$ cat src/rtl/idex_issue_buffer_pkg.sv
// ============================================================================
// Module  : pipe_pkg
// Brief   : Shared widths, control bit positions and the ID/EX bundle type.
// Revision: 1.0 - initial release
// ============================================================================
`default_nettype none

package pipe_pkg;

    localparam int PIPE_DW    = 32;
    localparam int PIPE_RW    = 5;
    localparam int WB_W       = 2;
    localparam int M_W        = 3;
    localparam int EX_W       = 4;
    localparam int M_BRANCH   = 2;
    localparam int M_MEMREAD  = 1;
    localparam int M_MEMWRITE = 0;
    localparam int EX_REGDST  = 3;
    localparam int EX_ALUSRC  = 0;
    localparam int BUNDLE_W   = WB_W + M_W + EX_W + 4*PIPE_DW + 2*PIPE_RW;

    typedef struct packed {
        logic [WB_W-1:0]    wb;
        logic [M_W-1:0]     m;
        logic [EX_W-1:0]    ex;
        logic [PIPE_DW-1:0] npc;
        logic [PIPE_DW-1:0] rdata1;
        logic [PIPE_DW-1:0] rdata2;
        logic [PIPE_DW-1:0] sext;
        logic [PIPE_RW-1:0] rt;
        logic [PIPE_RW-1:0] rd;
    } idex_bundle_t;

    typedef enum logic [1:0] {
        EMPTY = 2'd0,
        ONE   = 2'd1,
        TWO   = 2'd2
    } occ_state_t;

    // A buffered load whose destination feeds the instruction now in IF/ID.
    function automatic logic load_use_hit(input idex_bundle_t e,
                                          input logic [PIPE_RW-1:0] rs,
                                          input logic [PIPE_RW-1:0] rt);
        return e.m[M_MEMREAD] && (e.rt != '0) && ((e.rt == rs) || (e.rt == rt));
    endfunction

endpackage

`default_nettype wire

$ cat src/rtl/idex_issue_buffer_if.sv
// ============================================================================
// Module  : idex_issue_buffer_if
// Brief   : Decode-side and EX-side signals of the ID/EX issue buffer.
// Revision: 1.0 - initial release
// ============================================================================
`default_nettype none

interface idex_issue_buffer_if #(
    parameter int DW = 32,
    parameter int RW = 5
);
    logic          in_valid;
    logic          in_ready;
    logic [1:0]    ctlwb_in;
    logic [2:0]    ctlm_in;
    logic [3:0]    ctlex_in;
    logic [DW-1:0] npc_in;
    logic [DW-1:0] rdata1_in;
    logic [DW-1:0] rdata2_in;
    logic [DW-1:0] sext_in;
    logic [RW-1:0] rt_in;
    logic [RW-1:0] rd_in;

    logic          out_valid;
    logic          out_ready;
    logic [1:0]    wb_ctlout;
    logic [2:0]    m_ctlout;
    logic          regdst;
    logic          alusrc;
    logic [1:0]    aluop;
    logic [DW-1:0] npcout;
    logic [DW-1:0] rdata1out;
    logic [DW-1:0] rdata2out;
    logic [DW-1:0] s_extendout;
    logic [RW-1:0] instrout_2016;
    logic [RW-1:0] instrout_1511;

    logic [RW-1:0] ifid_rs;
    logic [RW-1:0] ifid_rt;
    logic          load_use_stall;
    logic [1:0]    count;

    modport master (
        output in_valid, ctlwb_in, ctlm_in, ctlex_in, npc_in, rdata1_in,
               rdata2_in, sext_in, rt_in, rd_in, out_ready, ifid_rs, ifid_rt,
        input  in_ready, out_valid, wb_ctlout, m_ctlout, regdst, alusrc, aluop,
               npcout, rdata1out, rdata2out, s_extendout, instrout_2016,
               instrout_1511, load_use_stall, count
    );

    modport slave (
        input  in_valid, ctlwb_in, ctlm_in, ctlex_in, npc_in, rdata1_in,
               rdata2_in, sext_in, rt_in, rd_in, out_ready, ifid_rs, ifid_rt,
        output in_ready, out_valid, wb_ctlout, m_ctlout, regdst, alusrc, aluop,
               npcout, rdata1out, rdata2out, s_extendout, instrout_2016,
               instrout_1511, load_use_stall, count
    );
endinterface

`default_nettype wire

$ cat src/rtl/idex_issue_buffer_entry_reg.sv
// ============================================================================
// Module  : idex_entry_reg
// Brief   : One bundle-wide storage entry with load enable and async clear.
// Revision: 1.0 - initial release
// ============================================================================
`default_nettype none

module idex_entry_reg
    import pipe_pkg::*;
(
    input  wire logic         clk,
    input  wire logic         rst_n,
    input  wire logic         load,
    input  idex_bundle_t      d,
    output idex_bundle_t      q
);
    idex_bundle_t r_q;

    always_ff @(posedge clk or negedge rst_n) begin
        if (!rst_n) begin
            r_q <= '0;
        end else if (load) begin
            r_q <= d;
        end
    end

    assign q = r_q;
endmodule

`default_nettype wire

$ cat src/rtl/idex_issue_buffer.sv
// ============================================================================
// Module  : idex_issue_buffer
// Brief   : 2-entry skid buffer for the ID/EX bundle with load-use detection.
// Revision: 1.0 - initial release
// ============================================================================
`default_nettype none

module idex_issue_buffer
    import pipe_pkg::*;
#(
    parameter int DW    = 32,
    parameter int RW    = 5,
    parameter int DEPTH = 2
) (
    input  wire logic            clk,
    input  wire logic            rst_n,
    input  wire logic            flush,
    idex_issue_buffer_if.slave   bus
);
    occ_state_t   r_state;
    occ_state_t   w_state_nxt;
    logic         r_in_ready;
    logic         w_push;
    logic         w_pop;
    logic         w_load_head;
    logic         w_load_tail;
    logic         w_head_from_tail;
    idex_bundle_t w_in;
    idex_bundle_t w_head_d;
    idex_bundle_t w_head;
    idex_bundle_t w_tail;

    always_comb begin
        w_in        = '0;
        w_in.wb     = bus.ctlwb_in;
        w_in.m      = bus.ctlm_in;
        w_in.ex     = bus.ctlex_in;
        w_in.npc    = bus.npc_in[DW-1:0];
        w_in.rdata1 = bus.rdata1_in[DW-1:0];
        w_in.rdata2 = bus.rdata2_in[DW-1:0];
        w_in.sext   = bus.sext_in[DW-1:0];
        w_in.rt     = bus.rt_in[RW-1:0];
        w_in.rd     = bus.rd_in[RW-1:0];
    end

    assign w_push = bus.in_valid & r_in_ready;
    assign w_pop  = (r_state != EMPTY) & bus.out_ready;

    // Flush wins over everything; no entry is written on a flush cycle.
    always_comb begin
        w_state_nxt      = r_state;
        w_load_head      = 1'b0;
        w_load_tail      = 1'b0;
        w_head_from_tail = 1'b0;
        if (flush) begin
            w_state_nxt = EMPTY;
        end else begin
            case (r_state)
                EMPTY: begin
                    if (w_push) begin
                        w_state_nxt = ONE;
                        w_load_head = 1'b1;
                    end
                end
                ONE: begin
                    if (w_push && w_pop) begin
                        w_load_head = 1'b1;
                    end else if (w_push) begin
                        w_state_nxt = TWO;
                        w_load_tail = 1'b1;
                    end else if (w_pop) begin
                        w_state_nxt = EMPTY;
                    end
                end
                TWO: begin
                    if (w_pop) begin
                        w_state_nxt      = ONE;
                        w_load_head      = 1'b1;
                        w_head_from_tail = 1'b1;
                    end
                end
                default: w_state_nxt = EMPTY;
            endcase
        end
    end

    always_ff @(posedge clk or negedge rst_n) begin
        if (!rst_n) begin
            r_state    <= EMPTY;
            r_in_ready <= 1'b1;
        end else begin
            r_state    <= w_state_nxt;
            r_in_ready <= (32'(w_state_nxt) < DEPTH);
        end
    end

    assign w_head_d = w_head_from_tail ? w_tail : w_in;

    idex_entry_reg u_head (
        .clk   (clk),
        .rst_n (rst_n),
        .load  (w_load_head),
        .d     (w_head_d),
        .q     (w_head)
    );

    idex_entry_reg u_tail (
        .clk   (clk),
        .rst_n (rst_n),
        .load  (w_load_tail),
        .d     (w_in),
        .q     (w_tail)
    );

    assign bus.in_ready       = r_in_ready;
    assign bus.out_valid      = (r_state != EMPTY);
    assign bus.count          = r_state;
    assign bus.wb_ctlout      = w_head.wb;
    assign bus.m_ctlout       = w_head.m;
    assign bus.regdst         = w_head.ex[EX_REGDST];
    assign bus.aluop          = w_head.ex[2:1];
    assign bus.alusrc         = w_head.ex[EX_ALUSRC];
    assign bus.npcout         = w_head.npc;
    assign bus.rdata1out      = w_head.rdata1;
    assign bus.rdata2out      = w_head.rdata2;
    assign bus.s_extendout    = w_head.sext;
    assign bus.instrout_2016  = w_head.rt;
    assign bus.instrout_1511  = w_head.rd;

    assign bus.load_use_stall = !flush && (
        ((r_state != EMPTY) && load_use_hit(w_head, bus.ifid_rs, bus.ifid_rt)) ||
        ((r_state == TWO)   && load_use_hit(w_tail, bus.ifid_rs, bus.ifid_rt)));
endmodule

`default_nettype wire
$ cat src/flat_wrapper.sv
// flat-port wrapper written by rule: the top's interface ports become plain ports
module idex_issue_buffer_flat import pipe_pkg::*;
#(
    parameter int DW    = 32,
    parameter int RW    = 5,
    parameter int DEPTH = 2
)
  (clk, rst_n, flush, bus_in_valid, bus_ctlwb_in, bus_ctlm_in, bus_ctlex_in, bus_npc_in, bus_rdata1_in, bus_rdata2_in, bus_sext_in, bus_rt_in, bus_rd_in, bus_out_ready, bus_ifid_rs, bus_ifid_rt, bus_in_ready, bus_out_valid, bus_wb_ctlout, bus_m_ctlout, bus_regdst, bus_alusrc, bus_aluop, bus_npcout, bus_rdata1out, bus_rdata2out, bus_s_extendout, bus_instrout_2016, bus_instrout_1511, bus_load_use_stall, bus_count);
  idex_issue_buffer_if #(.DW(DW), .RW(RW)) bus_i ();
  input  wire logic clk;
  input  wire logic rst_n;
  input  wire logic flush;
  input wire logic [$bits(bus_i.in_valid)-1:0] bus_in_valid;
  input wire logic [$bits(bus_i.ctlwb_in)-1:0] bus_ctlwb_in;
  input wire logic [$bits(bus_i.ctlm_in)-1:0] bus_ctlm_in;
  input wire logic [$bits(bus_i.ctlex_in)-1:0] bus_ctlex_in;
  input wire logic [$bits(bus_i.npc_in)-1:0] bus_npc_in;
  input wire logic [$bits(bus_i.rdata1_in)-1:0] bus_rdata1_in;
  input wire logic [$bits(bus_i.rdata2_in)-1:0] bus_rdata2_in;
  input wire logic [$bits(bus_i.sext_in)-1:0] bus_sext_in;
  input wire logic [$bits(bus_i.rt_in)-1:0] bus_rt_in;
  input wire logic [$bits(bus_i.rd_in)-1:0] bus_rd_in;
  input wire logic [$bits(bus_i.out_ready)-1:0] bus_out_ready;
  input wire logic [$bits(bus_i.ifid_rs)-1:0] bus_ifid_rs;
  input wire logic [$bits(bus_i.ifid_rt)-1:0] bus_ifid_rt;
  output wire logic [$bits(bus_i.in_ready)-1:0] bus_in_ready;
  output wire logic [$bits(bus_i.out_valid)-1:0] bus_out_valid;
  output wire logic [$bits(bus_i.wb_ctlout)-1:0] bus_wb_ctlout;
  output wire logic [$bits(bus_i.m_ctlout)-1:0] bus_m_ctlout;
  output wire logic [$bits(bus_i.regdst)-1:0] bus_regdst;
  output wire logic [$bits(bus_i.alusrc)-1:0] bus_alusrc;
  output wire logic [$bits(bus_i.aluop)-1:0] bus_aluop;
  output wire logic [$bits(bus_i.npcout)-1:0] bus_npcout;
  output wire logic [$bits(bus_i.rdata1out)-1:0] bus_rdata1out;
  output wire logic [$bits(bus_i.rdata2out)-1:0] bus_rdata2out;
  output wire logic [$bits(bus_i.s_extendout)-1:0] bus_s_extendout;
  output wire logic [$bits(bus_i.instrout_2016)-1:0] bus_instrout_2016;
  output wire logic [$bits(bus_i.instrout_1511)-1:0] bus_instrout_1511;
  output wire logic [$bits(bus_i.load_use_stall)-1:0] bus_load_use_stall;
  output wire logic [$bits(bus_i.count)-1:0] bus_count;
  assign bus_i.in_valid = bus_in_valid;
  assign bus_i.ctlwb_in = bus_ctlwb_in;
  assign bus_i.ctlm_in = bus_ctlm_in;
  assign bus_i.ctlex_in = bus_ctlex_in;
  assign bus_i.npc_in = bus_npc_in;
  assign bus_i.rdata1_in = bus_rdata1_in;
  assign bus_i.rdata2_in = bus_rdata2_in;
  assign bus_i.sext_in = bus_sext_in;
  assign bus_i.rt_in = bus_rt_in;
  assign bus_i.rd_in = bus_rd_in;
  assign bus_i.out_ready = bus_out_ready;
  assign bus_i.ifid_rs = bus_ifid_rs;
  assign bus_i.ifid_rt = bus_ifid_rt;
  assign bus_in_ready = bus_i.in_ready;
  assign bus_out_valid = bus_i.out_valid;
  assign bus_wb_ctlout = bus_i.wb_ctlout;
  assign bus_m_ctlout = bus_i.m_ctlout;
  assign bus_regdst = bus_i.regdst;
  assign bus_alusrc = bus_i.alusrc;
  assign bus_aluop = bus_i.aluop;
  assign bus_npcout = bus_i.npcout;
  assign bus_rdata1out = bus_i.rdata1out;
  assign bus_rdata2out = bus_i.rdata2out;
  assign bus_s_extendout = bus_i.s_extendout;
  assign bus_instrout_2016 = bus_i.instrout_2016;
  assign bus_instrout_1511 = bus_i.instrout_1511;
  assign bus_load_use_stall = bus_i.load_use_stall;
  assign bus_count = bus_i.count;
  idex_issue_buffer #(.DW(DW), .RW(RW), .DEPTH(DEPTH)) u_core (.clk(clk), .rst_n(rst_n), .flush(flush), .bus(bus_i));
endmodule
$ cat config.mk
export PLATFORM = sky130hd
export DESIGN_NAME = idex_issue_buffer_flat
export DESIGN_NICKNAME = d
export VERILOG_FILES = /design/src/rtl/idex_issue_buffer_pkg.sv /design/src/rtl/idex_issue_buffer_if.sv /design/src/rtl/idex_issue_buffer_entry_reg.sv /design/src/rtl/idex_issue_buffer.sv /design/src/flat_wrapper.sv
export SDC_FILE = /design/constraint.sdc
export NUM_CORES = 1
export LEC_CHECK = 0
export CAP_MARGIN = 10
export CELL_PAD_IN_SITES_DETAIL_PLACEMENT = 0
export CELL_PAD_IN_SITES_GLOBAL_PLACEMENT = 2
export CORE_MARGIN = 1
export CORE_UTILIZATION = 33
export DETAILED_ROUTE_END_ITERATION = 7
export GPL_TIMING_DRIVEN = 0
export PLACE_DENSITY_LB_ADDON = 0.1
export SLEW_MARGIN = 20
export SYNTH_ARGS = -nofsm -noshare
export SYNTH_HDL_FRONTEND = slang
export SYNTH_SLANG_ARGS = --single-unit
$ cat constraint.sdc
create_clock -name clk -period 2.3 [get_ports clk]
set_clock_uncertainty 0.15 [all_clocks]
set_input_delay 0.69 -clock clk [delete_from_list [all_inputs] [get_ports clk]]
set_output_delay 0.69 -clock clk [all_outputs]
set_load 0.05 [all_outputs]
==> summary.md <==
| Metric | Value |
|---|---|
| Critical path class | flop to output pin |
| Drt total wl | 36900 um |
| CTS sink count | 297 |
| Failing checks | negative setup slack |
| Die Width | 201 um |
| Effective utilization at floorplan | 33.7% |
| Vias per cell | 4.66 |
| Cell area after layout | 0.0183 sq mm |
| DRC viols | 0 |
| Layout area overhead | 39.3% |
| DRT Pass-1 Iters | 4 |
| DRT iter0 DRCs | 383 |
| Die ar. | 0.0406 sq mm |
| First-pass GRT wire length | 57500 um |
| Internal power | 0.0122 W |
| Core Rows | 72 |
| Crit Path Max Fanout | 2 |
| Layout cell share with drive strength beyond 1 | 26.1% |
| Mapped Cells | 1006 |
| Power density over the cells | 1010 mW/mm^2 |
| Combinational fraction of design power | 29.5% |
| Worst Setup End Kind | output pin |
| Number of flops mapped to enable cells by yosys | 0 |
| Synth Flop Type | dfrtp_1 |
| P_sw | 0.00619 W |
| Unrepaired setup endpoints after global routing | yes |
| Nets | 1528 |
| VDD IR max | 0.485 mV |
| Clock power share | 30.8% |
| Worst setup SP type | flop |
| Async SR Flop Fraction | 100% |
| Area leader, netlist | dfrtp_1 |
| Synth top area cells | dfrtp_1 (56%), mux2_4 (14%), mux2i_1 (11%) |
| RR Endpoint | u_core.u_tail.q[62]$_DFFE_PN0P_ |
| Hold Path Class | flop to flop |
| Cell with the most instances after synthesis | dfrtp_1 |
| Critical path destination | bus_load_use_stall |
| Final Hold Viols | 0 |
| Die Y | 201 um |
| Net Count, Synth | 1168 |
| Sequential power share | 39.7% |
| TritonCTS clock tree | built |
| Initial antenna violation count | 4 |
| Total number of vias | 8911 |
| Dpl hpwl | 25200 um |
| Root buf cell | clkbuf_16 |
| Reg2reg start | u_core.bus.in_ready$_DFF_PN1_ |
| Fin crit share | 124% |
| Port Buffers | 313 |
| Gpl congestion | 0.745 |
| Synth unique cells | 32 |
| Register area share after synthesis | 56.6% |
| Mean Syn Cell Area | 13.1 sq um |
| Switch share | 33.6% |
| CP Launch Point | u_core.u_tail.q[8]$_DFFE_PN0P_ |
| Slew of the pin with the lowest slew margin | 0.649 ns |
| Dpl ws | -1.25 ns |
| Synth cell count leaders | dfrtp_1 (296), nor2_1 (152), mux2i_1 (148) |
| Clock buffer depth | 3 |
| Status | complete, but fails checks |
| Relative slew margins | 56.7% |
| Core ar. | 0.0389 sq mm |
| Clk_lat worst skew | 0.54 ns |
| Min Tclk post-route | 2.85 ns |
| Crit path arrival time | 2.01 ns |
| Num CTS Buffers | 36 |
| Max-Cap Viols | 0 |
| ANT nets after route | 0 |
| Leak | 7.93 nW |
| Netlist Area Pre-Place | 0.0131 sq mm |
| Synth top area share | 56.4% |
| Pin count of the biggest net entering global routing | 87 |
| Grt ovf | 0 |
| Flip-flop and latch count after synthesis | 297 |
| Fmax | 0.351 GHz |
| Final TNS setup | -0.550 ns |
| Final Max Tran Viols | 0 |
| Final worst slack | -0.550 ns |
| Vias in the first global route | 9408 |
| Flop-to-flop setup slack | 0.11 ns |
| Worst EP required | 1.46 ns |
| H-tree lvl count | 2 |
| Synth warn | 0 |
| Gr usage total | 18.4% |
| Setup violators final | 1 |
| I/O Pins | 314 |
| Avg WL per Cell | 19.3 um |
| Placed cell area | 0.0170 sq mm |
| R2R cell count | 6 |
| Worst-path clk slew | 0.06 ns |
-- through the flow --
stage | power (W) | util (%) | hold WS [ns] | cells
5_1_grt | 0.0193 | 47.0 | 0.362 | 1912
3_3_place_gp | 0.0130 | 43.5 | 0.336 | 1837
2_1_floorplan | 0.0110 | - | 0.244 | 1006
3_5_place_dp | 0.0131 | 43.8 | 0.344 | 1840
6_report | 0.0184 | 47.0 | 0.352 | 1913
4_1_cts | 0.0187 | 47.1 | 0.356 | 1910
-- cell type report --
class	count	area [sq um]
Antenna cell	2	5.00
Buffer	66	522
Clock inverter	10	111
Tap cell	518	648
Timing Repair Buffer	323	3190
Sequential cell	297	7440
Inverter	3	11.3
Multi-Input combinational cell	639	5300
Clock buffer	55	1060
Fill cell	3644	20600
-- critical path, stage by stage (launching register included) --
cell and delay [ns]:
dfrtp_2 0.41, or4_4 0.53, o211ai_1 0.26, o22ai_4 0.10, buf_6 0.16
-- kinds of logic after synthesis --
kind of cell	count (synthesis)	synth area share, %
xor gates and xnor gates	20	1.33
and+or+nand+nor	168	5.15
AOI/OAI and AO/OA	155	6.06
buffers and inverters	70	3.48
DFF	297	56.6
muxes	296	27.4
-- how the worst min path moves through the flow --
stage                                          from                              end  cells after the start
floorplan                                     rst_n  u_core.bus.count[0]$_DFFE_PN0P_                      0
global placement    u_core.u_tail.q[93]$_DFFE_PN0P_  u_core.u_tail.q[93]$_DFFE_PN0P_                      1
detailed placement  u_core.u_tail.q[47]$_DFFE_PN0P_  u_core.u_tail.q[47]$_DFFE_PN0P_                      1
CTS                 u_core.u_tail.q[86]$_DFFE_PN0P_  u_core.u_tail.q[86]$_DFFE_PN0P_                      1
global route        u_core.u_tail.q[74]$_DFFE_PN0P_  u_core.u_tail.q[74]$_DFFE_PN0P_                      1
finish              u_core.u_tail.q[76]$_DFFE_PN0P_  u_core.u_tail.q[76]$_DFFE_PN0P_                      1
-- sequential cells by signal, indices dropped and copies added, names as in the netlist --
name	cells
u_core.u_head.q	147
u_core.bus.in_ready	1
u_core.u_tail.q	147
u_core.bus.count	2
-- metal layers --
layer	global-route usage [%]	vias up	share of wire, %
li1	-	4234	-
met1	25.0	4411	45
met2	28.2	213	46
met3	5.59	49	7.0
met4	5.74	4	2.1
met5	0	-	0.087
-- power by group through the flow --
stage | combinational (W) | sequential (W) | clock, W
2_1_floorplan | 0.00189 | 0.00909 | 0
3_3_place_gp | 0.00562 | 0.00740 | 0
3_5_place_dp | 0.00568 | 0.00739 | 0
4_1_cts | 0.00550 | 0.00731 | 0.00589
5_1_grt | 0.00577 | 0.00748 | 0.00608
6_report | 0.00543 | 0.00731 | 0.00567
-- cell usage in the layout (no fill, tap or decap), types with 2 or more instances in the layout --
cell type and count:
clkdlybuf4s50_1 157, a22oi_2 2, clkdlybuf4s15_2 46, inv_6 2
mux2_2 29, a21oi_1 147, clkbuf_16 37, mux2_4 119
nor2_1 152, buf_4 9, mux2i_1 148, diode_2 2
bufinv_16 2, buf_2 24, clkbuf_1 15, inv_1 3
dfrtp_1 288, clkinv_2 5, clkdlybuf4s15_1 49, clkbuf_2 29
or4_1 2, dfrtp_2 8, dlygate4sd2_1 33, buf_16 3
buf_8 5, nor3_1 3, clkbuf_8 7, xor2_1 20
buf_6 26
-- repair_timing --
item | CTS | global route
gates resized for setup | 354 | 49
buffers inserted | 4 | 2
pin swaps | 2 | 4
endpoints found under the setup margin | 363 | 301
hold endpoints to repair | 53 | 0
hold buffers | 1 | 0
No activity file was read; power rests on OpenSTA's default activity.
